## config.mk

```make
export PLATFORM = sky130hd
export DESIGN_NAME = sprite_animator
export DESIGN_NICKNAME = d
export VERILOG_FILES = /design/src/rtl/sprite_animator.sv
export SDC_FILE = /design/constraint.sdc
export NUM_CORES = 1
export LEC_CHECK = 0
export BUFFER_PORTS_ARGS = -buffer_cell sky130_fd_sc_hd__clkbuf_2
export CAP_MARGIN = 20
export CORE_MARGIN = 5
export CORE_UTILIZATION = 35
export CTS_CLUSTER_DIAMETER = 50
export CTS_CLUSTER_SIZE = 20
export DETAILED_ROUTE_END_ITERATION = 10
export GPL_TIMING_DRIVEN = 0
export SLEW_MARGIN = 20
export SYNTH_ARGS = -nofsm -noshare
export SYNTH_HDL_FRONTEND = slang
export SYNTH_SLANG_ARGS = --single-unit
```

## constraint.sdc

```tcl
create_clock -name clk_i -period 8.6 [get_ports clk_i]
set_clock_uncertainty 0.05 [all_clocks]
set_input_delay 1.29 -clock clk_i [delete_from_list [all_inputs] [get_ports clk_i]]
set_output_delay 1.29 -clock clk_i [all_outputs]
set_load 0.02 [all_outputs]
```

## src/rtl/sprite_animator.sv

```systemverilog
// Sprite animation engine: frame sequencing per animation plus a 3-stage pixel pipeline that
// maps a scanned OLED pixel to a sprite-ROM address and returns a tinted, colour-keyed pixel.
module sprite_animator #(
  parameter int unsigned SCR_W      = 96,
  parameter int unsigned SCR_H      = 64,
  parameter int unsigned SPR_W      = 32,
  parameter int unsigned SPR_H      = 32,
  parameter int unsigned NUM_ANIMS  = 8,
  parameter int unsigned MAX_FRAMES = 4,
  parameter int unsigned TICK_DIV   = 12_500_000,
  parameter logic [15:0] KEY_COLOUR = 16'hFFFF,
  parameter logic [15:0] BG_COLOUR  = 16'hFFFF,
  parameter int unsigned ADDR_W     = 15,
  localparam int unsigned SelW = (NUM_ANIMS > 1) ? $clog2(NUM_ANIMS) : 1,
  localparam int unsigned FrmW = (MAX_FRAMES > 1) ? $clog2(MAX_FRAMES) : 1,
  localparam int unsigned LenW = FrmW + 1
) (
  input  logic              clk_i,
  input  logic              reset_i,
  input  logic [SelW-1:0]   anim_sel_i,
  input  logic [LenW-1:0]   anim_len_i,
  input  logic              anim_loop_i,
  input  logic [6:0]        x_i,
  input  logic [6:0]        y_i,
  input  logic              mirror_i,
  input  logic [1:0]        tint_mode_i,
  input  logic [12:0]       pixel_index_i,
  output logic [ADDR_W-1:0] rom_addr_o,
  input  logic [15:0]       rom_data_i,
  output logic [15:0]       oled_colour_o,
  output logic [FrmW-1:0]   frame_idx_o,
  output logic              anim_busy_o,
  output logic              anim_done_o
);

  localparam int unsigned CntW = (TICK_DIV > 1) ? $clog2(TICK_DIV) : 1;

  // Sequencer state
  logic [CntW-1:0] cnt_q, cnt_d;
  logic [SelW-1:0] prev_sel_q;
  logic [FrmW-1:0] frame_q, frame_d;
  logic            busy_q, busy_d;
  logic            done_q, done_d;
  logic            flash_q, flash_d;
  logic            tick;
  logic [LenW-1:0] eff_len;
  logic            sel_change;
  logic            at_last;

  // Display latch and pixel pipeline state
  logic [SelW-1:0]   disp_anim_q, disp_anim_d;
  logic [FrmW-1:0]   disp_frame_q, disp_frame_d;
  logic [8:0]        col9, row9, lx_raw, lx, ly;
  logic              in_bounds;
  logic [ADDR_W-1:0] rom_addr_q, rom_addr_d;
  logic              inb1_q, inb2_q;
  logic [1:0]        tint1_q, tint2_q;
  logic              flash1_q, flash2_q;
  logic [15:0]       colour_q, colour_d;

  assign tick       = (cnt_q == CntW'(TICK_DIV - 1));
  assign sel_change = (anim_sel_i != prev_sel_q);

  always_comb begin
    eff_len = anim_len_i;
    if (anim_len_i == '0) begin
      eff_len = LenW'(1);
    end else if (anim_len_i > LenW'(MAX_FRAMES)) begin
      eff_len = LenW'(MAX_FRAMES);
    end
  end

  assign at_last = (LenW'(frame_q) == eff_len - LenW'(1));

  always_comb begin
    cnt_d   = tick ? '0 : cnt_q + CntW'(1);
    frame_d = frame_q;
    busy_d  = busy_q;
    done_d  = 1'b0;
    flash_d = flash_q;
    if (sel_change) begin
      cnt_d   = '0;
      frame_d = '0;
      busy_d  = !anim_loop_i;
    end else begin
      if (LenW'(frame_q) >= eff_len) begin
        frame_d = '0;
      end else if (tick) begin
        if (anim_loop_i) begin
          frame_d = at_last ? '0 : frame_q + FrmW'(1);
        end else if (busy_q) begin
          if (at_last) begin
            done_d = 1'b1;
            busy_d = 1'b0;
          end else begin
            frame_d = frame_q + FrmW'(1);
          end
        end
      end
      if (tick) begin
        flash_d = !flash_q;
      end
    end
  end

  always_ff @(posedge clk_i) begin
    if (reset_i) begin
      cnt_q      <= '0;
      prev_sel_q <= anim_sel_i;
      frame_q    <= '0;
      busy_q     <= 1'b0;
      done_q     <= 1'b0;
      flash_q    <= 1'b0;
    end else begin
      cnt_q      <= cnt_d;
      prev_sel_q <= anim_sel_i;
      frame_q    <= frame_d;
      busy_q     <= busy_d;
      done_q     <= done_d;
      flash_q    <= flash_d;
    end
  end

  // Pixel 0 starts a new OLED frame; it already uses the freshly latched animation/frame.
  always_comb begin
    disp_anim_d  = disp_anim_q;
    disp_frame_d = disp_frame_q;
    if (pixel_index_i == '0) begin
      disp_anim_d  = anim_sel_i;
      disp_frame_d = frame_q;
    end
  end

  // 9-bit two's complement: negative local coordinates wrap above 255 and fail the bound test.
  always_comb begin
    col9      = 9'(pixel_index_i % 13'(SCR_W));
    row9      = 9'(pixel_index_i / 13'(SCR_W));
    lx_raw    = col9 - {2'b00, x_i} + 9'(SPR_W / 2);
    ly        = row9 - {2'b00, y_i} + 9'(SPR_H / 2);
    lx        = mirror_i ? 9'(SPR_W - 1) - lx_raw : lx_raw;
    in_bounds = (lx < 9'(SPR_W)) && (ly < 9'(SPR_H));
    rom_addr_d = '0;
    if (in_bounds) begin
      rom_addr_d = ((ADDR_W'(disp_anim_d) * ADDR_W'(MAX_FRAMES) + ADDR_W'(disp_frame_d))
                    * ADDR_W'(SPR_H) + ADDR_W'(ly)) * ADDR_W'(SPR_W) + ADDR_W'(lx);
    end
  end

  always_comb begin
    colour_d = rom_data_i;
    if (!inb2_q) begin
      colour_d = BG_COLOUR;
    end else if (rom_data_i == KEY_COLOUR) begin
      colour_d = KEY_COLOUR;
    end else begin
      case (tint2_q)
        2'b01:   colour_d = {rom_data_i[15:11], 1'b0, rom_data_i[10:6], rom_data_i[4:0]};
        2'b10:   colour_d = ~rom_data_i;
        2'b11:   colour_d = flash2_q ? 16'hFFFF : rom_data_i;
        default: colour_d = rom_data_i;
      endcase
    end
  end

  always_ff @(posedge clk_i) begin
    if (reset_i) begin
      disp_anim_q  <= '0;
      disp_frame_q <= '0;
      rom_addr_q   <= '0;
      inb1_q       <= 1'b0;
      tint1_q      <= 2'b00;
      flash1_q     <= 1'b0;
      inb2_q       <= 1'b0;
      tint2_q      <= 2'b00;
      flash2_q     <= 1'b0;
      colour_q     <= BG_COLOUR;
    end else begin
      disp_anim_q  <= disp_anim_d;
      disp_frame_q <= disp_frame_d;
      rom_addr_q   <= rom_addr_d;
      inb1_q       <= in_bounds;
      tint1_q      <= tint_mode_i;
      flash1_q     <= flash_q;
      inb2_q       <= inb1_q;
      tint2_q      <= tint1_q;
      flash2_q     <= flash1_q;
      colour_q     <= colour_d;
    end
  end

  assign rom_addr_o    = rom_addr_q;
  assign oled_colour_o = colour_q;
  assign frame_idx_o   = frame_q;
  assign anim_busy_o   = busy_q;
  assign anim_done_o   = done_q;

endmodule

```

==> flow_summary.yaml, run 1 <==
outcome:
  outcome: "finished, final reports clean"
power:
  p_per_area_nw_per_um2: 192
  ir_drop_uv: 93.9
  power.leakage_nw: 2.61
synth:
  synth_largest_area_cell: "dfxtp_1"
  ys.flop_type: "dfxtp_1"
  postSynthAreaPerCell_um2: 7.96
  syn_inst: 639
  synthTopCellsByCount: "76 x dfxtp_1, 71 x nor2_1, 57 x nand2_1, 48 x inv_1, 40 x ha_1"
  syn_nets: 739
  synth_area_leaders: "dfxtp_1 30%, ha_1 9.8%, nor2_1 5.2%, xnor2_1 4.5%, xor2_1 4.3%"
  syn_area_um2: 5090
  netlist.area_leader.share: 0.299
  synth-seq-area-share: 0.299
  synth.most_common_cell: "dfxtp_1"
  synth_edf_count: 0
  ys.warnings.count: 0
  synth-seq-cells: 76
  synth-async-reset-ratio: 0
  ys_types: 68
critical_path:
  r2r_end: "rom_addr_o[12]"
  crit_path_start_kind: "input pin"
  worstRegToRegCells: 9
  rrSetupSlack_ps: 5840
  crit_path_start: "pixel_index_i[12]"
  cp-end-kind: "flop"
  crit_type: "in -> reg"
  rr_startpoint: "frame_idx_o[0]"
  arrival_ps: 7370
  cp.required_ps: 8800
  endpoint: "rom_addr_o[14]"
  crit_fanout: 10
timing:
  rsz0062_at_grt: "false"
  final_max_slew_viol_count: 0
  period_needed_ps: 7170
  relSlewSlack: 0.415
  tns_ps: 0
  timing.fmax_mhz: 139
  worstMarginPinSlew_ps: 875
  holdWs_ps: 385
  period_share: 0.834
  setup_viol: 0
  finalHoldViolations: 0
route:
  wirelength_mm: 11.4
  ant_nets: 0
  drc: 0
  vias: 4573
  drt_iter0_drc: 249
  wire_per_inst_um: 12.3
  via_per_inst: 4.95
  dr.pass1.iters: 4
floorplanning:
  die-area_um2: 17000
  die_h_um: 131
  start_util: 0.354
  io_pins: 90
  row_count: 44
  die_x_um: 131
  coreArea_um2: 14400
global_routing:
  grtUsageTotal: 0.135
  grt_pass1_vias: 4040
  grt_max_degree: 12
  grt_overflow: 0
  grt_pass1_wl_mm: 18.8
  antenna_found_initial: 0
place:
  dp_hpwl_mm: 9.20
  io_buffer_count: 86
  globalplace.congestion: 0.826
clocking:
  cts.htree.levels: 3
  tritoncts: "done"
  numCtsBuffers: 9
  cts_setup_buffers: 0
  clkTransAtPathRegs_ps: 50
  clk_path_buf_depth: 2
  ctsResizeCount: 0
  clock_latency_ps: 330
  hold_buffers: 0
  root_buffer: "clkbuf_16"
  cts.sinks: 76
layout:
  nNetsFinal: 836
  area_growth_syn_to_layout_pct: 18.7
  drive_gt1_frac: 0.154
  antennaDiodeCount: 0
hold_path:
  hold_path.class: "reg -> reg"
job:
  cap_violations: 0
[worst max-delay path, stage by stage]
cell,delay (ps)
clkbuf_2,80
clkbuf_1,330
nand2b_1,240
o21ai_0,280
mux2i_1,110
o21ai_1,460
mux4_2,600
nand2_1,90
ha_1,220
ha_1,360
o21ai_1,190
a21oi_1,120
a21oi_1,310
inv_1,110
ha_1,240
nor2b_1,310
nor2_1,110
a222oi_1,430
nand4_1,240
ha_1,400
a21o_1,210
a21oi_1,280
o31ai_1,130
nor4_2,230
[layout make-up]
cell class              count  area, µm²
well taps                 184        230
inverters                  48        180
repair buffers             86        430
flip-flops and latches     76       1520
clock inverters             1       5.00
clock buffers              14        284
fillers                  1484       8330
plain buffers              25        109
multi-input cells         490       3280
[power breakdown]
group	leakage, nW	internal, mW	total, mW	switching (mW)
sequential	0.615	0.355	0.357	0.00176
combinational	1.85	0.185	0.443	0.258
clock	0.145	0.225	0.358	0.134
[layer usage]
metal  GRT usage  vias up  part of all wire
met5           0        -                 0
met1       0.176     2038              0.47
met4      0.0411        0             0.012
met2       0.222       99              0.46
li1            -     2426                 -
met3      0.0329       10             0.059
[registers in the layout (all words and copies together) (netlist names)]
| name | flops |
|---|---|
| anim_busy_o | 1 |
| anim_done_o | 1 |
| cnt_q | 24 |
| disp_anim_q | 3 |
| disp_frame_q | 2 |
| flash1_q | 1 |
| flash2_q | 1 |
| flash_q | 1 |
| frame_idx_o | 2 |
| inb1_q | 1 |
| inb2_q | 1 |
| oled_colour_o | 16 |
| prev_sel_q | 3 |
| rom_addr_o | 15 |
| tint1_q | 2 |
| tint2_q | 2 |
[worst min-delay path by stage]
stage / from / end / cells after the start
CTS: tint1_q[1] / tint2_q[1] / 1
floorplan: flash1_q / flash2_q / 1
finish: tint1_q[1] / tint2_q[1] / 1
detailed placement: tint1_q[1] / tint2_q[1] / 1
global placement: tint1_q[0] / tint2_q[0] / 1
global route: tint1_q[1] / tint2_q[1] / 1
[placed cells by master, fill, tap and decap left out, types with 9 or more instances in the layout]
master     instances
clkbuf_2          86
dfxtp_1           76
nor2_1            71
nand2_1           57
inv_1             48
ha_1              40
a21oi_1           31
nand3_1           27
xnor2_1           26
xor2_1            25
o21ai_0           23
nor2b_1           22
clkbuf_1          19
nor3_1            18
nand2b_1          16
o211ai_1          15
nand4_1           11
a21o_1             9
clkbuf_16          9
[per-stage QoR]
stage / total power [mW] / setup slack [ps] / util / area, µm² / instances
2_1_floorplan: 0.707 / 2250 / - / 5090 / 639
3_3_place_gp: 0.808 / 1080 / 0.400 / 5750 / 909
3_5_place_dp: 0.808 / 1090 / 0.400 / 5750 / 909
4_1_cts: 1.17 / 1430 / 0.420 / 6040 / 924
5_1_grt: 1.24 / 922 / 0.420 / 6040 / 924
6_report: 1.16 / 1430 / 0.420 / 6040 / 924
[cells by family (layout without fill, tap and decap cells)]
logic type	Yosys count	count (layout)	synth area share
mux	7	7	0.0167
fa+ha+maj	45	45	0.118
xor+xnor	52	52	0.0922
simple gates	259	259	0.253
flops	76	76	0.299
compound gates	126	126	0.164
buf+inv	73	174	0.0568
other cells	1	1	0.000737
(Power assumes the default switching activity.)
==> run 2, diff against run 1 <==
- clock period: 8.6 -> 7.24 ns (I/O delays scaled with it)
==> run 2 against run 1 <==
Against the previous run:
- wire length about the same
- core utilization hardly changed
- die area did not move
- final cell count unchanged
- via count rose by 0.17%
- hold slack is the same
- final area is 0.10% higher
- critical path depth unchanged
- critical path type unchanged
- critical endpoint unchanged
- highest routed layer unchanged
==> flow_summary.yaml, run 2 (synthesis results as in run 1) <==
outcome:
  outcome: "finished, final reports clean"
power:
  total_power_mw: 1.38
  p_per_area_nw_per_um2: 228
  p_sw_mw: 0.468
  internal-power_mw: 0.909
  power.leakage_nw: 2.61
  pwr-share-seq: 0.308
  p_clk_frac: 0.309
  ir_drop_uv: 111
  sw_frac_of_total: 0.340
  p_comb_frac: 0.383
global_routing:
  grt_overflow: 0
  grt_max_degree: 12
  antenna_found_initial: 0
  grt_pass1_wl_mm: 18.8
  grt_pass1_vias: 4040
  grtUsageTotal: 0.135
layout:
  multi_input_area_um2: 3280
  mostFrequentLayoutCells: "86 x clkbuf_2, 76 x dfxtp_1, 71 x nor2_1"
  final_util: 0.421
  fin_cells: 924
  final_common_cell: "clkbuf_2"
  drive_gt1_frac: 0.157
  largest_reg_flops: 24
  top_register: "cnt_q"
  area_growth_syn_to_layout_pct: 18.8
  antennaDiodeCount: 0
  fillers: 1481
  final-seq-area_um2: 1520
  nNetsFinal: 836
place:
  dp_hpwl_mm: 9.20
  globalplace.congestion: 0.826
  placed_cells: 909
  io_buffer_count: 86
timing:
  holdWs_ps: 385
  period_needed_ps: 6700
  final_max_slew_viol_count: 0
  rsz0062_at_grt: "false"
  setup_viol: 0
  worstMarginPinSlew_ps: 878
  finalHoldViolations: 0
  relSlewSlack: 0.414
  timing.fmax_mhz: 149
  period_share: 0.925
job:
  cap_violations: 0
route:
  wire_per_inst_um: 12.4
  drc: 0
  ant_nets: 0
  dr.pass1.iters: 4
  drt_iter0_drc: 255
  vias: 4581
  via_per_inst: 4.96
  wirelength_mm: 11.4
critical_path:
  crit_type: "in -> reg"
  crit_fanout: 10
  cp-end-kind: "flop"
  rrSetupSlack_ps: 4480
  cp.required_ps: 7440
  r2r_end: "rom_addr_o[12]"
  arrival_ps: 6890
  worstRegToRegCells: 9
  crit_path_start_kind: "input pin"
  rr_startpoint: "frame_idx_o[0]"
floorplanning:
  io_pins: 90
  die_h_um: 131
  coreArea_um2: 14400
  die-area_um2: 17000
  start_util: 0.354
  die_x_um: 131
  row_count: 44
clocking:
  hold_buffers: 0
  tritoncts: "done"
  clkTransAtPathRegs_ps: 50
  numCtsBuffers: 9
  clk_path_buf_depth: 2
  root_buffer: "clkbuf_16"
  clock_latency_ps: 330
  cts.sinks: 76
  cts.htree.levels: 3
hold_path:
  min_from: "tint1_q[1]"
  hold_path_end: "tint2_q[1]"
  hold_path.class: "reg -> reg"
  min_path_cells: 1
-- run 2: area by class of cell --
cell class | count | share of cell area
multi-input cells | 490 | 0.543
clock inverters | 1 | 0.000828
plain buffers | 25 | 0.0180
inverters | 48 | 0.0298
flip-flops and latches | 76 | 0.252
well taps | 184 | 0.0381
repair buffers | 86 | 0.0712
clock buffers | 14 | 0.0470
-- run 2: worst max path at each step --
stage,startpoint,end,slack (ps)
3_3_place_gp,pixel_index_i[12],rom_addr_o[14],-80
6_report,pixel_index_i[12],rom_addr_o[14],540
5_1_grt,pixel_index_i[12],rom_addr_o[14],60
2_1_floorplan,pixel_index_i[12],rom_addr_o[14],1090
3_5_place_dp,pixel_index_i[12],rom_addr_o[14],-60
4_1_cts,pixel_index_i[12],rom_addr_o[14],280
-- run 2: metrics by stage --
stage | setup WS [ps] | instance area [µm²] | TNS (ps)
global route | 64.5 | 6040 | 0
finish | 541 | 6040 | 0
floorplan | 1090 | 5090 | 0
CTS | 276 | 6040 | 0
detailed placement | -61.8 | 5750 | -122
global placement | -78.4 | 5750 | -182
-- run 2: power groups by stage --
stage	Sequential (mW)	Combinational, mW	Clock [mW]
floorplan	0.433	0.407	0
detailed placement	0.433	0.527	0
global route	0.424	0.597	0.457
global placement	0.433	0.528	0
finish	0.424	0.528	0.426
CTS	0.423	0.530	0.441
-- run 2: timing repair --
action,4_1_cts,5_1_grt
endpoints found under the hold margin,0,0
gates resized for setup,0,2
setup endpoints to repair,0,12
setup buffers,0,0
-- run 2: per-layer routing --
metal	global-route usage	vias to the layer above	wire, µm
met5	0	-	0
met4	0.0411	0	149
met3	0.0329	10	653
met2	0.222	92	5280
met1	0.176	2051	5330
li1	-	2428	-
-- run 2: worst max-delay path: stages --
cell,delay (ps)
clkbuf_2,80
clkbuf_1,330
nand2b_1,240
o21ai_0,270
mux2i_1,120
o21ai_2,320
mux4_2,570
nand2_1,90
ha_1,220
ha_1,360
o21ai_1,190
a21oi_1,120
a21oi_1,310
inv_1,110
ha_1,250
nor2b_2,220
nor2_1,90
a222oi_1,420
nand4_1,240
ha_1,400
a21o_1,210
a21oi_1,280
o31ai_1,130
nor4_2,230
==> run 3, diff against run 2 <==
- CTS_BUF_LIST: unset -> sky130_fd_sc_hd__clkbuf_8
==> run 3 against run 2 <==
Against the previous run:
- via count is essentially flat
- core utilization shrank 0.71 points
- sequential cell count is the same
- critical endpoint unchanged
- critical path type unchanged
- highest routed layer unchanged
- wire length shrank 0.29%
==> flow_summary.yaml, run 3 (synthesis results as in run 1) <==
floorplanning:
  row_count: 44
  die_h_um: 131
  die-area_um2: 17000
  start_util: 0.354
  die_x_um: 131
  coreArea_um2: 14400
  io_pins: 90
layout:
  final-seq-area_um2: 1520
  area_growth_syn_to_layout_pct: 16.8
  mostFrequentLayoutCells: "86 x clkbuf_2, 76 x dfxtp_1, 71 x nor2_1"
  nNetsFinal: 836
  antennaDiodeCount: 0
  fillers: 1499
  final_util: 0.414
  fin_cells: 924
  multi_input_area_um2: 3280
  largest_reg_flops: 24
  top_register: "cnt_q"
  final_common_cell: "clkbuf_2"
  drive_gt1_frac: 0.157
  fin_area_um2: 5940
place:
  dp_hpwl_mm: 9.20
  placed_cells: 909
  globalplace.congestion: 0.826
  io_buffer_count: 86
  place_area_um2: 5750
timing:
  relSlewSlack: 0.413
  setup_viol: 0
  worstMarginPinSlew_ps: 878
  final_max_slew_viol_count: 0
  period_share: 0.922
  holdWs_ps: 388
  rsz0062_at_grt: "false"
  period_needed_ps: 6680
  finalHoldViolations: 0
  timing.fmax_mhz: 150
hold_path:
  min_from: "tint1_q[1]"
  hold_path_end: "tint2_q[1]"
  min_path_cells: 1
  hold_path.class: "reg -> reg"
clocking:
  clk_path_buf_depth: 2
  cts_setup_buffers: 0
  numCtsBuffers: 9
  clkTransAtPathRegs_ps: 70
  clock_latency_ps: 350
  root_buffer: "clkbuf_8"
  tritoncts: "done"
  cts.htree.levels: 3
  cts.sinks: 76
critical_path:
  cp_common_cell: "ha_1"
  crit_fanout: 10
  path_cells: "clkbuf_2, clkbuf_1, nand2b_1, o21ai_0, mux2i_1, o21ai_2, mux4_2, nand2_1, ha_1, ha_1, o21ai_1, a21oi_1, a21oi_1, inv_1, ha_1, nor2b_2, nor2_1, a222oi_1, nand4_1, ha_1, a21o_1, a21oi_1, o31ai_1, nor4_2"
  rrSetupSlack_ps: 4500
  r2r_end: "rom_addr_o[12]"
  critPathTopFamily: "compound AO/OA/AOI/OAI gates"
  cp.required_ps: 7460
  crit_path_start_kind: "input pin"
  cpPeakStageDelay_ps: 570
  worstRegToRegCells: 9
  cp_num_buf_inv: 3
  cp_slowest_cell: "mux4_2"
  arrival_ps: 6890
  crit_type: "in -> reg"
  rr_startpoint: "frame_idx_o[0]"
  cp-end-kind: "flop"
outcome:
  outcome: "finished, final reports clean"
global_routing:
  grtUsageTotal: 0.135
  antenna_found_initial: 0
  grt_overflow: 0
  grt_pass1_wl_mm: 18.7
  grt_max_degree: 12
  grt_pass1_vias: 4033
power:
  ir_drop_uv: 81.5
  total_power_mw: 1.26
  p_per_area_nw_per_um2: 211
  power.leakage_nw: 2.57
job:
  cap_violations: 0
route:
  wire_per_inst_um: 12.3
  via_per_inst: 4.96
  drc: 0
  vias: 4585
  dr.pass1.iters: 4
  wirelength_mm: 11.4
  drt_iter0_drc: 212
  ant_nets: 0
run 3: per-stage QoR:
step	TNS [ps]	setup slack, ps
5_1_grt	0	94.8
2_1_floorplan	0	1090
3_3_place_gp	-182	-78.4
4_1_cts	0	308
3_5_place_dp	-122	-61.8
6_report	0	563
run 3: repair_timing:
item	in CTS	in global routing
gates resized for setup	0	2
setup endpoints to repair	0	6
hold buffers	0	0
run 3: where the power goes:
group          switching (mW)  internal [mW]  leakage [nW]
Clock                   0.147          0.158         0.103
Sequential            0.00208          0.421         0.615
Combinational           0.307          0.220          1.85
Total                   0.456          0.800          2.57
run 3: worst max path at each step:
| stage | start | to | slack (ps) | depth (start not counted) |
|---|---|---|---|---|
| 2_1_floorplan | pixel_index_i[12] | rom_addr_o[14] | 1090 | 23 |
| 3_3_place_gp | pixel_index_i[12] | rom_addr_o[14] | -80 | 24 |
| 3_5_place_dp | pixel_index_i[12] | rom_addr_o[14] | -60 | 24 |
| 4_1_cts | pixel_index_i[12] | rom_addr_o[14] | 310 | 24 |
| 5_1_grt | pixel_index_i[12] | rom_addr_o[14] | 90 | 24 |
| 6_report | pixel_index_i[12] | rom_addr_o[14] | 560 | 24 |
run 3: cell type report:
class | count | area share
Buffer | 25 | 0.0183
Clock buffer | 13 | 0.0301
Clock inverter | 2 | 0.00147
Inverter | 48 | 0.0303
Multi-Input combinational cell | 490 | 0.553
Sequential cell | 76 | 0.256
Tap cell | 184 | 0.0387
Timing Repair Buffer | 86 | 0.0724
run 3: per-layer routing:
| layer | track usage | share of wire | vias up |
|---|---|---|---|
| met5 | 0 | 0 | - |
| met4 | 0.0502 | 0.016 | 0 |
| met3 | 0.0280 | 0.059 | 14 |
| met2 | 0.221 | 0.46 | 89 |
| met1 | 0.175 | 0.47 | 2055 |
| li1 | - | - | 2427 |
